### config.mk
export PLATFORM = sky130hd
export DESIGN_NAME = instr_encoder
export DESIGN_NICKNAME = d
export VERILOG_FILES = /design/src/rtl/instr_encoder.sv
export SDC_FILE = /design/constraint.sdc
export NUM_CORES = 1
export LEC_CHECK = 0
export CAP_MARGIN = 5
export CORE_UTILIZATION = 40
export CTS_BUF_LIST = sky130_fd_sc_hd__clkbuf_8
export DETAILED_ROUTE_END_ITERATION = 12
export PLACE_DENSITY_LB_ADDON = 0.08
export SLEW_MARGIN = 40
export SYNTH_ARGS = -nofsm -noshare
export SYNTH_HDL_FRONTEND = slang
export SYNTH_SLANG_ARGS = --single-unit
### constraint.sdc
create_clock -name clk -period 2.1 [get_ports clk]
set_input_delay 0.315 -clock clk [delete_from_list [all_inputs] [get_ports clk]]
set_output_delay 0.315 -clock clk [all_outputs]
set_load 0.02 [all_outputs]
### src/rtl/instr_encoder.sv
// Instruction encoder: accepts decoded op fields, encodes them into 32-bit MIPS-style
// words and writes them sequentially into an instruction memory.
module instr_encoder #(
  parameter int unsigned ADDR_W = 8
) (
  input  logic              clk,
  input  logic              rst_n,
  input  logic              prog_en,
  input  logic              prog_clear,
  input  logic              op_valid,
  output logic              op_ready,
  input  logic [3:0]        op_kind,
  input  logic [4:0]        rs,
  input  logic [4:0]        rt,
  input  logic [4:0]        rd,
  input  logic [4:0]        shamt,
  input  logic [5:0]        funct,
  input  logic [15:0]       imm,
  input  logic [25:0]       target,
  output logic              imem_we,
  output logic [ADDR_W-1:0] imem_addr,
  output logic [31:0]       imem_wdata,
  output logic [ADDR_W:0]   count,
  output logic              full,
  output logic              err
);

  typedef enum logic [1:0] {
    IDLE  = 2'd0,
    WRITE = 2'd1,
    FULL  = 2'd2
  } state_e;

  state_e            state_q;
  logic              we_q;
  logic [ADDR_W-1:0] addr_q;
  logic [31:0]       wdata_q;
  logic [ADDR_W:0]   count_q;
  logic              err_q;

  logic              legal;
  logic [31:0]       word;
  logic              hs;

  always_comb begin
    legal = 1'b1;
    word  = '0;
    unique case (op_kind)
      4'd0:  word = '0;
      4'd1:  word = {6'h00, rs, rt, rd, shamt, funct};
      4'd2:  word = {6'h1C, rs, rt, rd, shamt, funct};
      4'd3:  word = {6'h02, target};
      4'd4:  word = {6'h04, rs, rt, imm};
      4'd5:  word = {6'h05, rs, rt, imm};
      4'd6:  word = {6'h08, rs, rt, imm};
      4'd7:  word = {6'h23, rs, rt, imm};
      4'd8:  word = {6'h21, rs, rt, imm};
      4'd9:  word = {6'h20, rs, rt, imm};
      4'd10: word = {6'h2B, rs, rt, imm};
      4'd11: word = {6'h29, rs, rt, imm};
      4'd12: word = {6'h28, rs, rt, imm};
      default: legal = 1'b0;
    endcase
  end

  assign op_ready = rst_n & prog_en & (state_q == IDLE);
  assign hs       = op_valid & op_ready;

  // The write pointer is the low part of count; the counter is cleared on every exit
  // path that rewinds the memory, so the two never diverge.
  always_ff @(posedge clk) begin
    if (!rst_n) begin
      state_q <= IDLE;
      we_q    <= 1'b0;
      addr_q  <= '0;
      wdata_q <= '0;
      count_q <= '0;
      err_q   <= 1'b0;
    end else begin
      err_q <= 1'b0;
      unique case (state_q)
        IDLE: begin
          if (prog_clear) begin
            count_q <= '0;
          end else if (hs) begin
            if (legal) begin
              wdata_q <= word;
              addr_q  <= count_q[ADDR_W-1:0];
              we_q    <= 1'b1;
              state_q <= WRITE;
            end else begin
              err_q <= 1'b1;
            end
          end
        end
        WRITE: begin
          we_q <= 1'b0;
          if (prog_clear) begin
            count_q <= '0;
            state_q <= IDLE;
          end else begin
            count_q <= count_q + 1'b1;
            state_q <= (addr_q == '1) ? FULL : IDLE;
          end
        end
        FULL: begin
          if (prog_clear) begin
            count_q <= '0;
            state_q <= IDLE;
          end
        end
        default: state_q <= IDLE;
      endcase
    end
  end

  // Strobe is masked while reset is held so a write caught by reset never reaches memory.
  assign imem_we    = we_q & rst_n;
  assign imem_addr  = addr_q;
  assign imem_wdata = wdata_q;
  assign count      = count_q;
  assign full       = (state_q == FULL);
  assign err        = err_q;

endmodule
==> Word-level counts from Yosys, hierarchy flattened <==
Cells that the tools add are included.
{ "totals": {"regBits": 53, "in_bits": 77, "output_inout_bits": 53, "word_cells": 63} }
{ "op_classes": {"addsub": 1, "eq_ne": 20, "n_mux": 17, "bitwise_logic": 8, "reduce_logical": 11} }
{ "op_table": {"columns": ["cell", "count"], "rows": [
  ["32-bit case mux with 12 select lines", 1],
  ["4-bit equality test (second input constant)", 5],
  ["9-bit 2-to-1 mux", 2],
  ["9-bit case mux with 2 select lines", 1],
  ["4-bit by 3-bit equality test with 1-bit output (second input constant)", 4],
  ["13-bit OR reduction", 1],
  ["2-bit 2-to-1 mux", 6],
  ["4-bit AND reduction", 3],
  ["9-bit by 1-bit adder with 9-bit output (second input constant)", 1],
  ["4-bit by 2-bit equality test with 1-bit output (second input constant)", 2],
  ["8-bit equality test (second input constant)", 1],
  ["2-bit inequality test (second input constant)", 4],
  ["2-bit case mux with 3 select lines", 1],
  ["1-bit 2-to-1 mux", 5],
  ["1-bit AND", 4],
  ["4-bit by 1-bit equality test with 1-bit output (second input constant)", 1],
  ["4-bit logical NOT", 1],
  ["1-bit NOT", 4],
  ["2-bit nonzero test", 2],
  ["4-bit OR reduction", 1],
  ["2-bit by 1-bit equality test with 1-bit output (second input constant)", 1],
  ["2-bit equality test (second input constant)", 1],
  ["2-bit logical NOT", 1],
  ["2-bit by 1-bit inequality test with 1-bit output (second input constant)", 1],
  ["3 further kinds", 3]
]} }

==> Depth between registers and ports, before layout <==
{ "logic_depth": {"depth_word": 7, "ltp_mapped": 8} }

==> Least setup slack after synthesis <==
Ideal clock, no wire load.
{ "synth_path": {"path_kind": "register to register", "from": "register count_q[0] (netlist: count[0])", "to": "register count_q[8] (netlist: count[8])", "setup_ns": 0.074, "arrival_ns": 1.632, "slack_ns": 0.394, "stages_incl_launch_ff": 6, "path_buffers": 0, "synth_period_minus_slack_ns": 1.706, "cell_sequence": "dfxtp_1 ha_1 nand2_1 or3_1 or3_1 a31oi_1"} }
{ "synth_via": {"elab_chain_cells": 3} }
{ "synth_lines": {"columns": ["element", "line", "text"], "rows": [
  ["start, declared", "38", "logic [ADDR_W:0] count_q;"],
  ["start signal, assigned", "102", "count_q <= count_q + 1'b1;"],
  ["9-bit by 1-bit adder with 9-bit output", "102", null],
  ["9-bit 2-to-1 mux", "98", "if (prog_clear) begin"],
  ["9-bit case mux with 2 select lines", "81", "unique case (state_q)"]
]} }
Every way passes these cells.
A chain may end at the register's enable or synchronous reset.

==> Worst setup path in the final report <==
{ "layout_path": {"from": "input port rst_n", "to": "output port op_ready"} }
{ "layout_via": {"elab_chain_cells": 2} }
{ "layout_lines": {"columns": ["element", "line", "text"], "rows": [
  ["start, declared", "7", "input logic rst_n,"],
  ["1-bit AND (2 in a row)", "66", "assign op_ready = rst_n & prog_en & (state_q == IDLE);"],
  ["end, declared", "11", "output logic op_ready,"]
]} }
Every way passes these cells.

==> run summary <==
The run finished with clean final reports. Among the stages of the critical path, the cell type that occurs most often is sky130_fd_sc_hd__clkdlybuf4s50_1. For this design, the slowest cell found on the critical path is sky130_fd_sc_hd__clkdlybuf4s50_1. The detailed router used layers up to and including met4. In the synthesized netlist the dominant register cell turns out to be sky130_fd_sc_hd__dfxtp_1. Leaving out fill and tap cells, the most frequent cell in the layout is sky130_fd_sc_hd__clkdlybuf4s50_1. After the last flow step, the layout net total stands at 475. The part of the power in registers came out at 52.7%. In the routed layout, each cell is associated on average with a via count of 5.396. Clock-pin slew was measured on the worst setup and hold paths at 0.09 ns. Synthesis handed over a netlist of 265 instances.

Power spread over the standard cell area amounts to 510.3 nW/µm². The pin count of the biggest net entering global routing is 23. Headroom to the max-slew limit came out at 52.35%.

The count of buffer and inverter cells on the critical path is 2. The share of the yosys chip area belonging to registers came out at 44.37%. The cell-internal power came out at 0.001467 W. The final-layout fill cell count is 467.

Walking the worst path, the cells encountered are clkdlybuf4s50_1, and4bb_4, clkdlybuf4s50_1. The worst-case IR drop observed on VDD is 0.3422 mV. By area the synthesized netlist is led by sky130_fd_sc_hd__dfxtp_1 (44%), sky130_fd_sc_hd__nand2_1 (6.8%), sky130_fd_sc_hd__a222oi_1 (6.7%). The floorplan step set the die width to 79.32 µm. The required time of the critical path is 1.78 ns. The TritonCTS clock tree is built. The number of antenna violations at the first check in global routing came out at 0. Global routing finished with a remaining overflow of 0. The post-route clock period utilization came out at 96.08%. The number of nets handed over by synthesis was 343. The hold violation count in the final report came out at 0. The die covers 6291 µm². The violation count after the first detailed-route iteration is 140. Clock tree synthesis selected as its root buffer the cell sky130_fd_sc_hd__clkbuf_8. The congestion estimate from routability-driven global placement came to 0.7477. The post-cts repair resize count is 0. The number of setup buffers added after CTS is 0. The antenna diode count came out at 0.

The total length of routed met3 wires is 605 µm. After detailed routing, the wire length on met1 is 3.246 mm. The maximum root-to-sink buffer count is 2.

The starting density of the core came out at 42.38%. The average wire per cell in the routed design came out at 15.65 µm. The summed instance area of the synthesized netlist came out at 2391 µm². The count of nets left with antenna violations once routing finished came out at 0. Summed over all nets, the half-perimeter wirelength after detailed placement is 5.460 mm. Of all cell types, the one taking the most synthesized area is sky130_fd_sc_hd__dfxtp_1. The area added between synthesis and finish came out at 60.49%. The Yosys step of the flow raised 0 warnings. The detailed-routed wire length on met2 is 3.425 mm. In this run switching power makes up 25.10% of total power. The maximum achievable frequency is 495.6 MHz. The core area is 5642 µm².

Combinational logic is responsible for 18.4% of the overall power. The synthesized area per cell is 9.023 µm². The ratio of cells with drive above 1 in the final layout is 9.045%. Between clock sinks in the finished design, the worst skew comes to 0.003996 ns. The via count of the first global-routing pass is 2383. The share of Yosys cell area claimed by the top area cell type is 44.37%. The post-route DRC violation count came out at 0. The register bit total from synthesis came out at 53.

The all-layer global routing usage came out at 23.07%. The final critical-path required period is 2.018 ns. The max-slew violation total from the final report is 0. The peak fanout along the critical path is 4. The final route contains 2536 vias.

The delay of the slowest critical-path stage is 0.62 ns. The worst setup path is launched from an input pin. The number of buffers inserted during clock tree synthesis is 5.

The critical path is of the in -> out type. Setup repair after global routing left no endpoint under its margin. In this run the static leakage power is 1.372 nW.

The wire length of the first global-routing pass came out at 11.40 mm. The I/O pin total is 130. After floorplanning, the core was divided into 27 placement rows. The total chip power is 0.001958 W.

In this run the power spent charging and discharging nets is 0.0004916 W. For the pin with the worst max-slew slack, the measured transition is 0.7140 ns. The number of enable-type register cells in the synthesized netlist came out at 0. The worst endpoint data arrival time came out at 1.70 ns.

The count of maximum capacitance violations came out at 0. Of the total power, the clock network draws 28.8%. The detailed-routing iteration count for the pre-antenna-repair pass is 5. The H-tree depth came out at 2.

Buffers inserted to repair hold after CTS numbered 0. The cell type group with the largest total delay on the critical path is buffers and inverters. The type of the tightest min-delay check is reg -> reg.

The number of different library cells used by synthesis comes to 49. The number of input and output port buffers inserted came out at 129. The final wirelength came out at 7.354 mm. The worst hold margin is 0.4525 ns. Clock latency on the worst-skew pair, taken at its later pin, is 0.30 ns. STA classifies the critical path endpoint as an output port. The number of endpoints failing setup at the final stage came out at 0. Counting every sink on the clock net gives 53. The library cells used most frequently in the layout, excluding fill and tap cells, are sky130_fd_sc_hd__clkdlybuf4s50_1 (129), sky130_fd_sc_hd__dfxtp_1 (53), sky130_fd_sc_hd__nand2_1 (43). The share of synthesized flip-flops with an asynchronous set or reset is 0%.

The vertical die dimension came out at 79.32 µm.
Yosys cell counts, types with 4 or more instances:
cell type,count
sky130_fd_sc_hd__o21ai_0,14
sky130_fd_sc_hd__a21oi_1,16
sky130_fd_sc_hd__nor3_1,6
sky130_fd_sc_hd__a221o_1,10
sky130_fd_sc_hd__and2_1,10
sky130_fd_sc_hd__o21ai_1,10
sky130_fd_sc_hd__a222oi_1,16
sky130_fd_sc_hd__nand2_1,43
sky130_fd_sc_hd__nand3_1,4
sky130_fd_sc_hd__nor2_1,15
sky130_fd_sc_hd__inv_1,5
sky130_fd_sc_hd__buf_2,7
sky130_fd_sc_hd__a31oi_1,4
sky130_fd_sc_hd__buf_6,4
sky130_fd_sc_hd__dfxtp_1,53
routing by layer:
layer  global-route usage, %  vias up
li1                        -     1248
met1                   28.30     1181
met2                   38.71      100
met3                   6.782        7
met4                   7.091        0
met5                       0        -
worst paths after layout:
path,slack [ns],endpoint,start,depth (start not counted)
hold reg to reg,0.45,imem_wdata[12],imem_wdata[12],2
setup reg to reg,0.39,count[8],count[0],5
setup / recovery,0.08,op_ready,rst_n,3
hold / removal,0.45,imem_wdata[12],imem_wdata[12],2
per-stage QoR:
step	area (µm²)	cells	utilization [%]	TNS, ns	setup slack [ns]
5_1_grt	3837	470	68.02	0	0.07346
4_1_cts	3837	470	68.02	0	0.08380
6_report	3837	470	68.02	0	0.08234
3_5_place_dp	3751	462	66.49	-1.310	-0.1002
3_3_place_gp	3751	462	66.49	-0.5750	-0.07024
2_1_floorplan	2391	265	-	0	0.3935
worst min-delay path: stages, from the launching register on:
cell	delay, ns
sky130_fd_sc_hd__dfxtp_1	0.32
sky130_fd_sc_hd__nand2_1	0.05
sky130_fd_sc_hd__o21ai_1	0.05
registers in the layout (all words and copies together) (netlist names):
signal	count
imem_wdata	32
state_q	2
count	9
we_q	1
err	1
imem_addr	8
layout make-up:
type                            count  area, µm²  share of cell area (%)
Clock inverter                      3      17.52                  0.4565
Multi-Input combinational cell    189       1185                   30.88
Clock buffer                        5      68.82                   1.793
Sequential cell                    53       1061                   27.65
Inverter                            5      18.77                  0.4891
Tap cell                           72      90.09                   2.348
Timing Repair Buffer              143       1396                   36.39
power groups by stage:
stage	Clock, W	Combinational [W]	Sequential (W)
2_1_floorplan	0	0.000130	0.00108
3_3_place_gp	0	0.000357	0.00106
3_5_place_dp	0	0.000361	0.00106
4_1_cts	0.000586	0.000363	0.00103
5_1_grt	0.000634	0.000385	0.00104
6_report	0.000565	0.000361	0.00103
kinds of logic (layout without fill, tap and decap cells):
| kind of cell | count (synthesis) | in the layout | synth area share (%) |
|---|---|---|---|
| simple gates | 102 | 102 | 21.87 |
| fa+ha+maj | 1 | 1 | 0.5232 |
| flops | 53 | 53 | 44.37 |
| compound gates | 85 | 85 | 26.79 |
| buf+inv | 23 | 156 | 6.069 |
| xor+xnor | 1 | 1 | 0.3664 |
(Power assumes the default switching activity.)
==> patch 1 (same flow settings) <==
The 3 states of `state_e` get a one-hot encoding in 3 bits.
--- a/src/rtl/instr_encoder.sv
+++ b/src/rtl/instr_encoder.sv
@@ -27,6 +27,6 @@
 
-  typedef enum logic [1:0] {
-    IDLE  = 2'd0,
-    WRITE = 2'd1,
-    FULL  = 2'd2
+  typedef enum logic [2:0] {
+    IDLE  = 3'b001,
+    WRITE = 3'b010,
+    FULL  = 3'b100
   } state_e;
Behaviour: no difference found for any inputs over 4 cycles, from zero or initial values and one cycle with rst_n low; so few cycles prove little.
==> patch 1 against the original RTL <==
Routed wire length up 3.1%. Hold slack better by 0.0050 ns. Power rose by 11%. Largest cell class unchanged. Combinational power increased by 20%. Largest power group unchanged. Sequential cell count grew 1. Synthesized area up 7.4%. Maximum frequency up 3.6%. Worst setup slack improved by 0.069 ns. Design area grew 9.0%. Clock power is 22% higher.
==> patch 1: results (changes against the original RTL) <==
Detailed routing:
- The number of vias in the routed layout is 2754 (+8.6%).
- The DRC violation total after the first TritonRoute iteration is 118 (-16%).
- The routed metal-1 wire length is 3447 microns (+6.2%).

Synthesis:
- The sequential-to-total area share from yosys stat is 0.4208 (-0.02290).
- Sorting the synthesized cells by how often they occur yields 54 x dfxtp_1, 28 x nand2_1, 21 x o21ai_0.
- By area the synthesized netlist is led by dfxtp_1 42%, a221o_1 6.2%, a22o_1 5.5%.
- The synthesized-area fraction occupied by xor and xnor cells was 0.009742 (+0.006079).
- The post-synthesis net count is 364 (+6.1%).
- The share of the synthesized area in compound gates (AO/OA/AOI/OAI) is 0.2708 (+0.002901).

Floorplan:
- The number of placement rows is 28 (+3.7%).

Final layout:
- The number of flip-flops and latches was 54 (+1.9%).
- The sequential share of cell area came to 0.2588 (-0.01774).
- The count of multi-input combinational gates is 204 (+7.9%).
- The footprint of the multi-input gates is 1324 sq um (+12%).

Placed design:
- The total placed instance area is 4070 sq um (+8.5%).
- The weighted congestion reported at the end of routability-driven placement is 0.8368 (+12%).
- The sum of net half-perimeters after detailed placement was 5529 microns (+1.3%).

Power:
- The part of the total power dissipated in the clock network is 0.317 (+0.029).
- The largest vdd supply drop is 0.3140 mV (-8.2%).
- The combinational group power came to 0.000433 W (+20%).
- The leakage power came to 1.604 nW (+17%).

Outcome:
- The flow ran to the end, and the final reports show no timing, DRC or antenna violations.

Global route:
- The largest net degree at the start of global routing is 27 (+17%).
- The wire length of the first global-routing pass is 11840 microns (+3.9%).
- The global-route usage over all layers is 0.2295 (-0.001201).
[patch 1: cell count changes after synthesis, sizes merged, moves of 6 or more]
cell,change
a22oi,+9
and2,-10
nand3,+11
nand2,-16
a222oi,-16
a221o,+6
and3,+18
a22o,+16
[patch 1: critical path, cell delays in order]
cell and delay, ns:
clkdlybuf4s50_1 0.48, buf_4 0.13, and2_1 0.12, clkdlybuf4s50_1 0.59
[patch 1: final timing paths]
kind | startpoint | end | slack (ns) | depth (start not counted)
worst max register to register | state_q[2]$_SDFFE_PN0P_ | imem_wdata[15]$_SDFFE_PN0P_ | 0.34 | 4
worst min register to register | imem_wdata[30]$_SDFFE_PN0P_ | imem_wdata[30]$_SDFFE_PN0P_ | 0.46 | 2
worst min-delay path | imem_wdata[30]$_SDFFE_PN0P_ | imem_wdata[30]$_SDFFE_PN0P_ | 0.46 | 2
worst max-delay path | rst_n | imem_we | 0.15 | 4
==> patch 2 (config.mk and constraints unchanged) <==
Made on the original files. Change the parameter `ADDR_W` from 8 to 9.
--- a/src/rtl/instr_encoder.sv
+++ b/src/rtl/instr_encoder.sv
@@ -3,3 +3,3 @@
 module instr_encoder #(
-  parameter int unsigned ADDR_W = 8
+  parameter int unsigned ADDR_W = 9
 ) (
Ports: changed (resized count and imem_addr); port bits go from 130 to 132. No check against the original RTL was run, so the function may have changed too.
==> patch 2 against the original RTL <==
Global-route usage up 1.6 points. Critical endpoint is now imem_we. Register-to-register slack worse by 0.09 ns. Design area up 9.2%. Non-clock buffer count up 15. Utilization up 1.1 points. Worst setup slack worse by 0.0080 ns. Sequential cell count up 2. Power up 4.4%. Routed wire length up 13%. Synthesized area up 7.8%.
==> patch 2: results (changes against the original RTL) <==
Outcome:
- The run finished with clean final reports.

Placed design:
- The total placed instance area came to 4105 sq um (+9.4%).
- The sum of net half-perimeters after detailed placement is 6263 microns (+15%).
- The quantity of I/O buffers inserted on ports is 131 (+1.6%).
- The instance count after placement with tap cells included is 500 (+8.2%).
- The weighted congestion reported at the end of routability-driven placement is 0.8120 (+8.6%).
- The setup slack at placement is -0.2231 ns (-0.1229 ns).

Clock network:
- CTS placed an instance of clkbuf_8 at the clock tree root.
- The post-cts repair resize count was 1 (+1).
- Clock-pin slew was measured on the worst setup and hold paths at ~0.10 ns.
- The largest buffer count on any clock path is 2 (unchanged).

Synthesis:
- The post-synthesis net count is 367 (+7.0%).
- The number of different library cells in the post-synthesis netlist is 52 (+6.1%).
- The sequential-to-total area share from yosys stat was 0.4270 (-0.01677).
- After synthesis, the most frequently instantiated cells are 55 x dfxtp_1, 32 x nand2_1, 19 x a21oi_1.
- Sorting the synthesized cells by area gives the leading types as dfxtp_1 43%, a221oi_1 5.4%, o2bb2ai_1 5.4%.
- The post-synthesis instance total came to 289 (+9.1%).

Global route:
- The met2 global-route usage is 0.4116 (+0.02450).
- The wire length of the first global-routing pass is 12780 microns (+12%).
- The global-route track usage on met3 was 0.05165 (-0.01617).
- The number of global-route vias before repair is 2584 (+8.4%).
- The global-route usage over all layers is 0.2467 (+0.01601).
- The global-route track usage on met1 came to 0.3203 (+0.03734).
- The largest net degree at the start of global routing is 27 (+17%).

Final layout:
- The number of nets at the end of the flow came to 510 (+7.4%).
- The fraction of final layout cells sized beyond drive strength 1 is 0.09722 (+0.006770).

Detailed routing:
- The detailed-routed wire length on met3 is 713 microns (+18%).
- The DRC violation total after the first TritonRoute iteration is 85 (-39%).
- The routed metal-1 wire length is 3636 microns (+12%).
- The first-pass iteration count of the detailed router is 4 (-1).
- The routed wirelength normalized by instance count is 16.44 microns (+5.1%).
- The routed wire length is 8337 microns (+13%).

Power:
- The switching share of total power is 0.2544 (+0.003381).
- The leakage power was 1.535 nW (+12%).
- The largest vdd supply drop is 0.2494 mV (-27%).

Timing:
- The setup clock skew after layout is 0.004382 ns (+0.0003863 ns).

Worst setup path:
- The critical path's largest stage delay is 0.60 ns (-0.02 ns).
- The largest fanout on the critical path is 8 (+4).
==> patch 2: through the flow <==
stage               hold WS, ns    util
floorplan                0.3943       -
global placement         0.4417  0.6759
detailed placement       0.4476  0.6773
CTS                      0.4622  0.6908
global route             0.4823  0.6916
finish                   0.4600  0.6916
==> patch 2: area by class of cell <==
class,instances,area [sq um]
Fill cell,503,1869
Timing Repair Buffer,158,1525
Multi-Input combinational cell,209,1378
Sequential cell,55,1101
Tap cell,75,93.84
Clock buffer,5,68.82
Clock inverter,2,13.76
Inverter,3,11.26
==> patch 2: final timing paths <==
check / from / endpoint / slack (ns) / cells past startpoint
hold reg to reg: imem_wdata[30]$_SDFFE_PN0P_ / imem_wdata[30]$_SDFFE_PN0P_ / 0.46 / 2
hold / removal: imem_wdata[30]$_SDFFE_PN0P_ / imem_wdata[30]$_SDFFE_PN0P_ / 0.46 / 2
setup / recovery: rst_n / imem_we / 0.07 / 4
setup reg to reg: state_q[0]$_SDFFE_PN0P_ / imem_wdata[17]$_SDFFE_PN0P_ / 0.30 / 5
==> patch 2: kinds of logic after synthesis <==
logic type / after synthesis / share of synthesized area
AO/OA/AOI/OAI: 93 / 0.2805
XOR/XNOR: 1 / 0.003397
buffers and inverters: 25 / 0.04512
AND/OR/NAND/NOR: 114 / 0.2392
flip-flops: 55 / 0.4270
adder cells (fa/ha/maj): 1 / 0.004851
==> patch 2: worst max-delay path: cells and delay by family <==
family	cells	cell delay [ns]
buffers and inverters	3	1.26
and+or+nand+nor	1	0.13
==> patch 2: power groups by stage <==
stage               sequential [W]  combinational (W)  clock [W]
global placement           0.00110           0.000386          0
finish                     0.00107           0.000392   0.000578
CTS                        0.00107           0.000393   0.000595
floorplan                  0.00112           0.000126          0
global route               0.00108           0.000421   0.000636
detailed placement         0.00110           0.000391          0
